$ cat src/rtl/uart_receiver_pkg.sv
// Shared UART definitions: line-state encoding and baud-timing derivation,
// common to the receive and transmit paths.
package uart_receiver_pkg;

    typedef enum logic [1:0] {
        IDLE  = 2'd0,
        START = 2'd1,
        DATA  = 2'd2,
        STOP  = 2'd3
    } uart_state_e;

    function automatic int symbol_edge_time(input int clock_freq, input int baud_rate);
        return clock_freq / baud_rate;
    endfunction

    function automatic int sample_time(input int clock_freq, input int baud_rate);
        return symbol_edge_time(clock_freq, baud_rate) / 2;
    endfunction

endpackage

$ cat src/rtl/uart_receiver_if.sv
// Serial line plus byte-wide ready/valid output of the UART receiver.
interface uart_receiver_if;
    logic       serial_in;
    logic [7:0] data_out;
    logic       data_out_valid;
    logic       data_out_ready;
    logic       framing_error;
    logic       overrun;

    // master drives the line and consumes bytes; slave is the receiver
    modport master (
        output serial_in,
        output data_out_ready,
        input  data_out,
        input  data_out_valid,
        input  framing_error,
        input  overrun
    );

    modport slave (
        input  serial_in,
        input  data_out_ready,
        output data_out,
        output data_out_valid,
        output framing_error,
        output overrun
    );
endinterface

$ cat src/rtl/uart_receiver_sync.sv
// Two-flop synchronizer for asynchronous inputs; resets to 1 so an idle-high
// line shows no spurious edge after reset.
module uart_receiver_sync #(
    parameter int WIDTH = 1
) (
    input  logic             clk,
    input  logic             reset,
    input  logic [WIDTH-1:0] d_i,
    output logic [WIDTH-1:0] q_o
);
    logic [WIDTH-1:0] meta_q;
    logic [WIDTH-1:0] sync_q;

    always_ff @(posedge clk or posedge reset) begin
        if (reset) begin
            meta_q <= '1;
            sync_q <= '1;
        end else begin
            meta_q <= d_i;
            sync_q <= meta_q;
        end
    end

    assign q_o = sync_q;
endmodule

$ cat src/rtl/uart_receiver.sv
// 8N1 UART receive path: start-bit qualification, mid-bit sampling, stop-bit
// check, single-entry output buffer with sticky overrun.
module uart_receiver
    import uart_receiver_pkg::*;
#(
    parameter int CLOCK_FREQ = 33_000_000,
    parameter int BAUD_RATE  = 115_200
) (
    input  logic            clk,
    input  logic            reset,
    uart_receiver_if.slave  rx_if
);
    localparam int SYMBOL_EDGE_TIME = symbol_edge_time(CLOCK_FREQ, BAUD_RATE);
    localparam int SAMPLE_TIME      = sample_time(CLOCK_FREQ, BAUD_RATE);
    localparam int CTR_W            = $clog2(SYMBOL_EDGE_TIME) + 1;

    localparam logic [CTR_W-1:0] SAMPLE_LAST = CTR_W'(SAMPLE_TIME - 1);
    localparam logic [CTR_W-1:0] SYMBOL_LAST = CTR_W'(SYMBOL_EDGE_TIME - 1);

    logic              rx_s;
    logic              rx_prev_q;
    uart_state_e       state_q, state_d;
    logic [CTR_W-1:0]  clock_ctr_q, clock_ctr_d;
    logic [2:0]        bit_idx_q, bit_idx_d;
    logic [7:0]        shift_q, shift_d;
    logic [7:0]        data_q, data_d;
    logic              valid_q, valid_d;
    logic              framing_error_q, framing_error_d;
    logic              overrun_q, overrun_d;
    logic              byte_done;

    uart_receiver_sync #(.WIDTH(1)) u_sync (
        .clk   (clk),
        .reset (reset),
        .d_i   (rx_if.serial_in),
        .q_o   (rx_s)
    );

    always_ff @(posedge clk or posedge reset) begin
        if (reset) begin
            rx_prev_q       <= 1'b1;
            state_q         <= IDLE;
            clock_ctr_q     <= '0;
            bit_idx_q       <= '0;
            shift_q         <= '0;
            data_q          <= '0;
            valid_q         <= 1'b0;
            framing_error_q <= 1'b0;
            overrun_q       <= 1'b0;
        end else begin
            rx_prev_q       <= rx_s;
            state_q         <= state_d;
            clock_ctr_q     <= clock_ctr_d;
            bit_idx_q       <= bit_idx_d;
            shift_q         <= shift_d;
            data_q          <= data_d;
            valid_q         <= valid_d;
            framing_error_q <= framing_error_d;
            overrun_q       <= overrun_d;
        end
    end

    always_comb begin
        state_d         = state_q;
        clock_ctr_d     = clock_ctr_q;
        bit_idx_d       = bit_idx_q;
        shift_d         = shift_q;
        data_d          = data_q;
        valid_d         = valid_q;
        framing_error_d = 1'b0;
        overrun_d       = overrun_q;
        byte_done       = 1'b0;

        unique case (state_q)
            IDLE: begin
                // edge-triggered only, so a held-low break never restarts a frame
                if (rx_prev_q && !rx_s) begin
                    state_d     = START;
                    clock_ctr_d = '0;
                end
            end
            START: begin
                if (clock_ctr_q == SAMPLE_LAST) begin
                    clock_ctr_d = '0;
                    if (rx_s) begin
                        state_d = IDLE;
                    end else begin
                        state_d   = DATA;
                        bit_idx_d = '0;
                    end
                end else begin
                    clock_ctr_d = clock_ctr_q + 1'b1;
                end
            end
            DATA: begin
                if (clock_ctr_q == SYMBOL_LAST) begin
                    shift_d[bit_idx_q] = rx_s;
                    clock_ctr_d        = '0;
                    bit_idx_d          = bit_idx_q + 3'd1;
                    if (bit_idx_q == 3'd7) begin
                        state_d = STOP;
                    end
                end else begin
                    clock_ctr_d = clock_ctr_q + 1'b1;
                end
            end
            STOP: begin
                if (clock_ctr_q == SYMBOL_LAST) begin
                    clock_ctr_d = '0;
                    state_d     = IDLE;
                    if (rx_s) begin
                        byte_done = 1'b1;
                    end else begin
                        framing_error_d = 1'b1;
                    end
                end else begin
                    clock_ctr_d = clock_ctr_q + 1'b1;
                end
            end
            default: state_d = IDLE;
        endcase

        // a consumer taking the old byte on the same edge frees the slot for the new one
        if (byte_done) begin
            if (!valid_q || rx_if.data_out_ready) begin
                data_d  = shift_q;
                valid_d = 1'b1;
            end else begin
                overrun_d = 1'b1;
            end
        end else if (valid_q && rx_if.data_out_ready) begin
            valid_d = 1'b0;
        end
    end

    assign rx_if.data_out       = data_q;
    assign rx_if.data_out_valid = valid_q;
    assign rx_if.framing_error  = framing_error_q;
    assign rx_if.overrun        = overrun_q;
endmodule

$ cat src/flat_wrapper.sv
// flat-port wrapper written by rule: the top's interface ports become plain ports
module uart_receiver_flat import uart_receiver_pkg::*;
#(
    parameter int CLOCK_FREQ = 33_000_000,
    parameter int BAUD_RATE  = 115_200
)
  (clk, reset, rx_if_serial_in, rx_if_data_out_ready, rx_if_data_out, rx_if_data_out_valid, rx_if_framing_error, rx_if_overrun);
  uart_receiver_if rx_if_i ();
  input  logic clk;
  input  logic reset;
  input wire logic [$bits(rx_if_i.serial_in)-1:0] rx_if_serial_in;
  input wire logic [$bits(rx_if_i.data_out_ready)-1:0] rx_if_data_out_ready;
  output wire logic [$bits(rx_if_i.data_out)-1:0] rx_if_data_out;
  output wire logic [$bits(rx_if_i.data_out_valid)-1:0] rx_if_data_out_valid;
  output wire logic [$bits(rx_if_i.framing_error)-1:0] rx_if_framing_error;
  output wire logic [$bits(rx_if_i.overrun)-1:0] rx_if_overrun;
  assign rx_if_i.serial_in = rx_if_serial_in;
  assign rx_if_i.data_out_ready = rx_if_data_out_ready;
  assign rx_if_data_out = rx_if_i.data_out;
  assign rx_if_data_out_valid = rx_if_i.data_out_valid;
  assign rx_if_framing_error = rx_if_i.framing_error;
  assign rx_if_overrun = rx_if_i.overrun;
  uart_receiver #(.CLOCK_FREQ(CLOCK_FREQ), .BAUD_RATE(BAUD_RATE)) u_core (.clk(clk), .reset(reset), .rx_if(rx_if_i));
endmodule
$ cat config.mk
export PLATFORM = sky130hd
export DESIGN_NAME = uart_receiver_flat
export DESIGN_NICKNAME = d
export VERILOG_FILES = /design/src/rtl/uart_receiver_pkg.sv /design/src/rtl/uart_receiver_if.sv /design/src/rtl/uart_receiver_sync.sv /design/src/rtl/uart_receiver.sv /design/src/flat_wrapper.sv
export SDC_FILE = /design/constraint.sdc
export NUM_CORES = 1
export LEC_CHECK = 0
export CAP_MARGIN = 10
export CORE_MARGIN = 4
export CORE_UTILIZATION = 61
export DETAILED_ROUTE_END_ITERATION = 6
export GPL_TIMING_DRIVEN = 0
export PLACE_DENSITY_LB_ADDON = 0.15
export RECOVER_POWER = 100
export SETUP_SLACK_MARGIN = 0.4
export SLEW_MARGIN = 20
export SYNTH_ARGS = -nofsm -noshare
export SYNTH_HDL_FRONTEND = slang
export SYNTH_HIERARCHICAL = 1
export SYNTH_SLANG_ARGS = --single-unit
$ cat constraint.sdc
create_clock -name clk -period 4.5 [get_ports clk]
set_input_delay 1.125 -clock clk [delete_from_list [all_inputs] [get_ports clk]]
set_output_delay 1.125 -clock clk [all_outputs]
set_load 0.05 [all_outputs]
==> flow_metrics.env <==
export IMPL_syn_num_nets=177
export IMPL_final_nets=198
export IMPL_drive_above_1_share_pct=14.2
export IMPL_start_kind="register"
export IMPL_post_route_min_period_ns=2.71
export IMPL_crit_path_max_fanout=2
export IMPL_whs_ns=0.370
export IMPL_cts_buffers_inserted=5
export IMPL_post_cts_buffers=0
export IMPL_gp_congestion=0.828
export IMPL_hold_violations=0
export IMPL_cts_sinks=37
export IMPL_ir_worst_vdd_uv=304
export IMPL_rows=19
export IMPL_via_per_inst=6.43
export IMPL_die_area_sq_um=3970
export IMPL_die_h_um=63.0
export IMPL_synth_top_area_share_pct=46.0
export IMPL_routed_wl_mm=3.63
export IMPL_path_clk_slew_ns=0.11
export IMPL_final_cells=221
export IMPL_syn_inst=168
export IMPL_placedCellCount=213
export IMPL_port_buffer_count=14
export IMPL_fin_setup_tns_ns=0
export IMPL_hold_class="register to register"
export IMPL_synth_distinct_cells=44
export IMPL_crit_path_end_kind="output pin"
export IMPL_status="finished, final reports clean"
export IMPL_multi_input_area_sq_um=822
export IMPL_synthFlopType="dfrtp_1"
export IMPL_max_freq_mhz=370
export IMPL_rsz0062_at_grt="false"
export IMPL_yosysSeqAreaShare_pct=50.3
export IMPL_grt_max_degree=36
export IMPL_setup_viol=0
export IMPL_first_iter_violations=98
export IMPL_die_x_um=63.0
export IMPL_worst_slack_ns=1.79
export IMPL_cp_slowest_cell="dlygate4sd3_1"
export IMPL_cp_top_family="buffers and inverters"
export IMPL_synth_async_sr_flop_share_pct=100
export IMPL_period_share_pct=60.1
export IMPL_grt_pass1_wl_mm=6.28
export IMPL_clock_skew_ns=0.00372
export IMPL_antenna_found_initial=0
export IMPL_htreeDepth=2
export IMPL_synth_seq_cells=37
export IMPL_cellPowerDensity_nw_per_um2=334
export IMPL_postPlaceCellArea_sq_um=2030
export IMPL_synth_top_cells_by_count="dfrtp_1, nand2_1, mux2_2"
export IMPL_ant_nets=0
export IMPL_grt_ovfl_total=0
export IMPL_drc=0
export IMPL_grt_pass1_vias=1416
export IMPL_arrival_ns=1.58
export IMPL_path_buf_inv=1
export IMPL_dr_pass1_iters=4
export IMPL_final_cell_area_sq_um=2050
export IMPL_tritoncts="yes"
export IMPL_hold_buffers=0
export IMPL_synthToLayoutAreaGrowth_pct=11.1
export IMPL_critPathMaxStageDelay_ns=0.88
export IMPL_cts_root_buf="clkbuf_4"
export IMPL_hpwl_mm=2.58
export IMPL_cts_resized=0
export IMPL_final_fill_count=221
export IMPL_clk_latency_ns=0.35
export IMPL_core_sq_um=2830
export IMPL_wire_per_inst_um=16.4
export IMPL_p_leak_uw=0.000950
export IMPL_antennaDiodeCount=0
export IMPL_yosysMostFrequentCell="dfrtp_1"
export IMPL_dp_slack_ns=1.98
export IMPL_seqCellArea_sq_um=930
export IMPL_synth_top_area_cell="dfrtp_1"
export IMPL_track_usage_pct=20.2
export IMPL_tightest_slew_ns=1.30
export IMPL_num_vias=1420
export IMPL_worstSetupPathType="register to output pin"
export IMPL_drv_cap=0
export IMPL_synth_edf_count=0
export IMPL_critPathRequiredTime_ns=3.38
export IMPL_boundaryPins=15
export IMPL_synth_area_leaders="dfrtp_1, mux2_2, dfstp_2, nand2_1, ha_1"
export IMPL_syn_area_sq_um=1850
export IMPL_crit_chain="dlygate4sd3_1"
export IMPL_clock_tree_buffer_depth=2
export IMPL_syn_avg_cell_area_sq_um=11.0
export IMPL_start_util_pct=65.3
export IMPL_drv_slew=0
export IMPL_slew_headroom_pct=13.1
export IMPL_yosys_warnings=6
worst paths after layout:
| kind | startpoint | slack, ns | end | cells after the start |
|---|---|---|---|---|
| max | u_core/rx_if.data_out[4]$_DFFE_PP0P_ | 1.79 | rx_if_data_out[4] | 1 |
| min | u_core/u_sync/meta_q$_DFF_PP1_ | 0.37 | u_core/u_sync/q_o$_DFF_PP1_ | 0 |
| max reg2reg | u_core/clock_ctr_q[5]$_DFFE_PP0P_ | 2.06 | u_core/shift_q[1]$_DFFE_PP0P_ | 5 |
| min reg2reg | u_core/u_sync/meta_q$_DFF_PP1_ | 0.37 | u_core/u_sync/q_o$_DFF_PP1_ | 0 |
| max in group asynchronous | reset | 2.14 | u_core/clock_ctr_q[2]$_DFFE_PP0P_ | 2 |
| min in group asynchronous | reset | 1.24 | u_core/u_sync/meta_q$_DFF_PP1_ | 2 |
registers in the layout, summed over array words and instances, names as in the netlist, named ones only:
name	count
u_core/u_sync/q_o	1
u_core/rx_if.data_out_valid	1
u_core/rx_prev_q	1
u_core/rx_if.data_out	8
u_core/state_q	1
u_core/shift_q	8
u_core/u_sync/meta_q	1
u_core/bit_idx_q	3
u_core/rx_if.overrun	1
u_core/clock_ctr_q	10
u_core/rx_if.framing_error	1
through the flow:
step | power, uW | utilization, %
finish | 686 | 72.6
floorplan | 485 | -
global placement | 518 | 71.6
CTS | 690 | 73.5
global route | 733 | 72.6
detailed placement | 525 | 71.6
layer usage:
metal | track usage [%] | share of wire [%]
met3 | 3.96 | 5.6
met2 | 35.8 | 52
met1 | 23.0 | 40
met5 | 0 | 0
met4 | 9.92 | 2.0
report_power, final:
part	internal (uW)	leakage (uW)	switching [uW]	total, uW
logic	45.0	0.000418	88.7	134
registers	356	0.000500	29.0	385
clock network	59.5	0.0000320	108	168
cell type report:
class	instances	share of cell area, %
Sequential cell	37	45.3
Multi-Input combinational cell	114	40.0
Timing Repair Buffer	14	6.83
Clock buffer	6	2.01
Buffer	9	2.01
Tap cell	31	1.89
Inverter	8	1.46
Clock inverter	2	0.488
cell families (layout without fill, tap and decap cells):
group / count (synthesis) / count (layout) / share of synthesized area [%]
fa+ha+maj: 5 / 5 / 3.39
buf+inv: 17 / 39 / 3.86
compound gates: 29 / 29 / 10.9
flops: 37 / 37 / 50.3
mux: 19 / 19 / 11.5
simple gates: 58 / 58 / 18.6
xor+xnor: 3 / 3 / 1.42
cells in the final DEF, fill, tap and decap left out, types with 2 or more instances in the layout:
cell type and instances:
nand2_1 17, nor4_1 4, dfstp_2 2, o21ai_0 10
nand3_1 5, ha_1 5, buf_1 3, clkbuf_4 5
mux2_1 2, o211ai_1 4, dlygate4sd3_1 14, clkinv_2 2
nor3_1 6, mux2_2 16, nor2b_1 2, or4_1 2
a22o_1 3, nor4b_1 2, nor2_1 6, inv_1 8
nand4_1 4, dfrtp_1 34, or3_1 2, nand4b_1 3
clkbuf_1 6, xor2_1 3
Note: power is estimated with default switching activity, not from simulation.
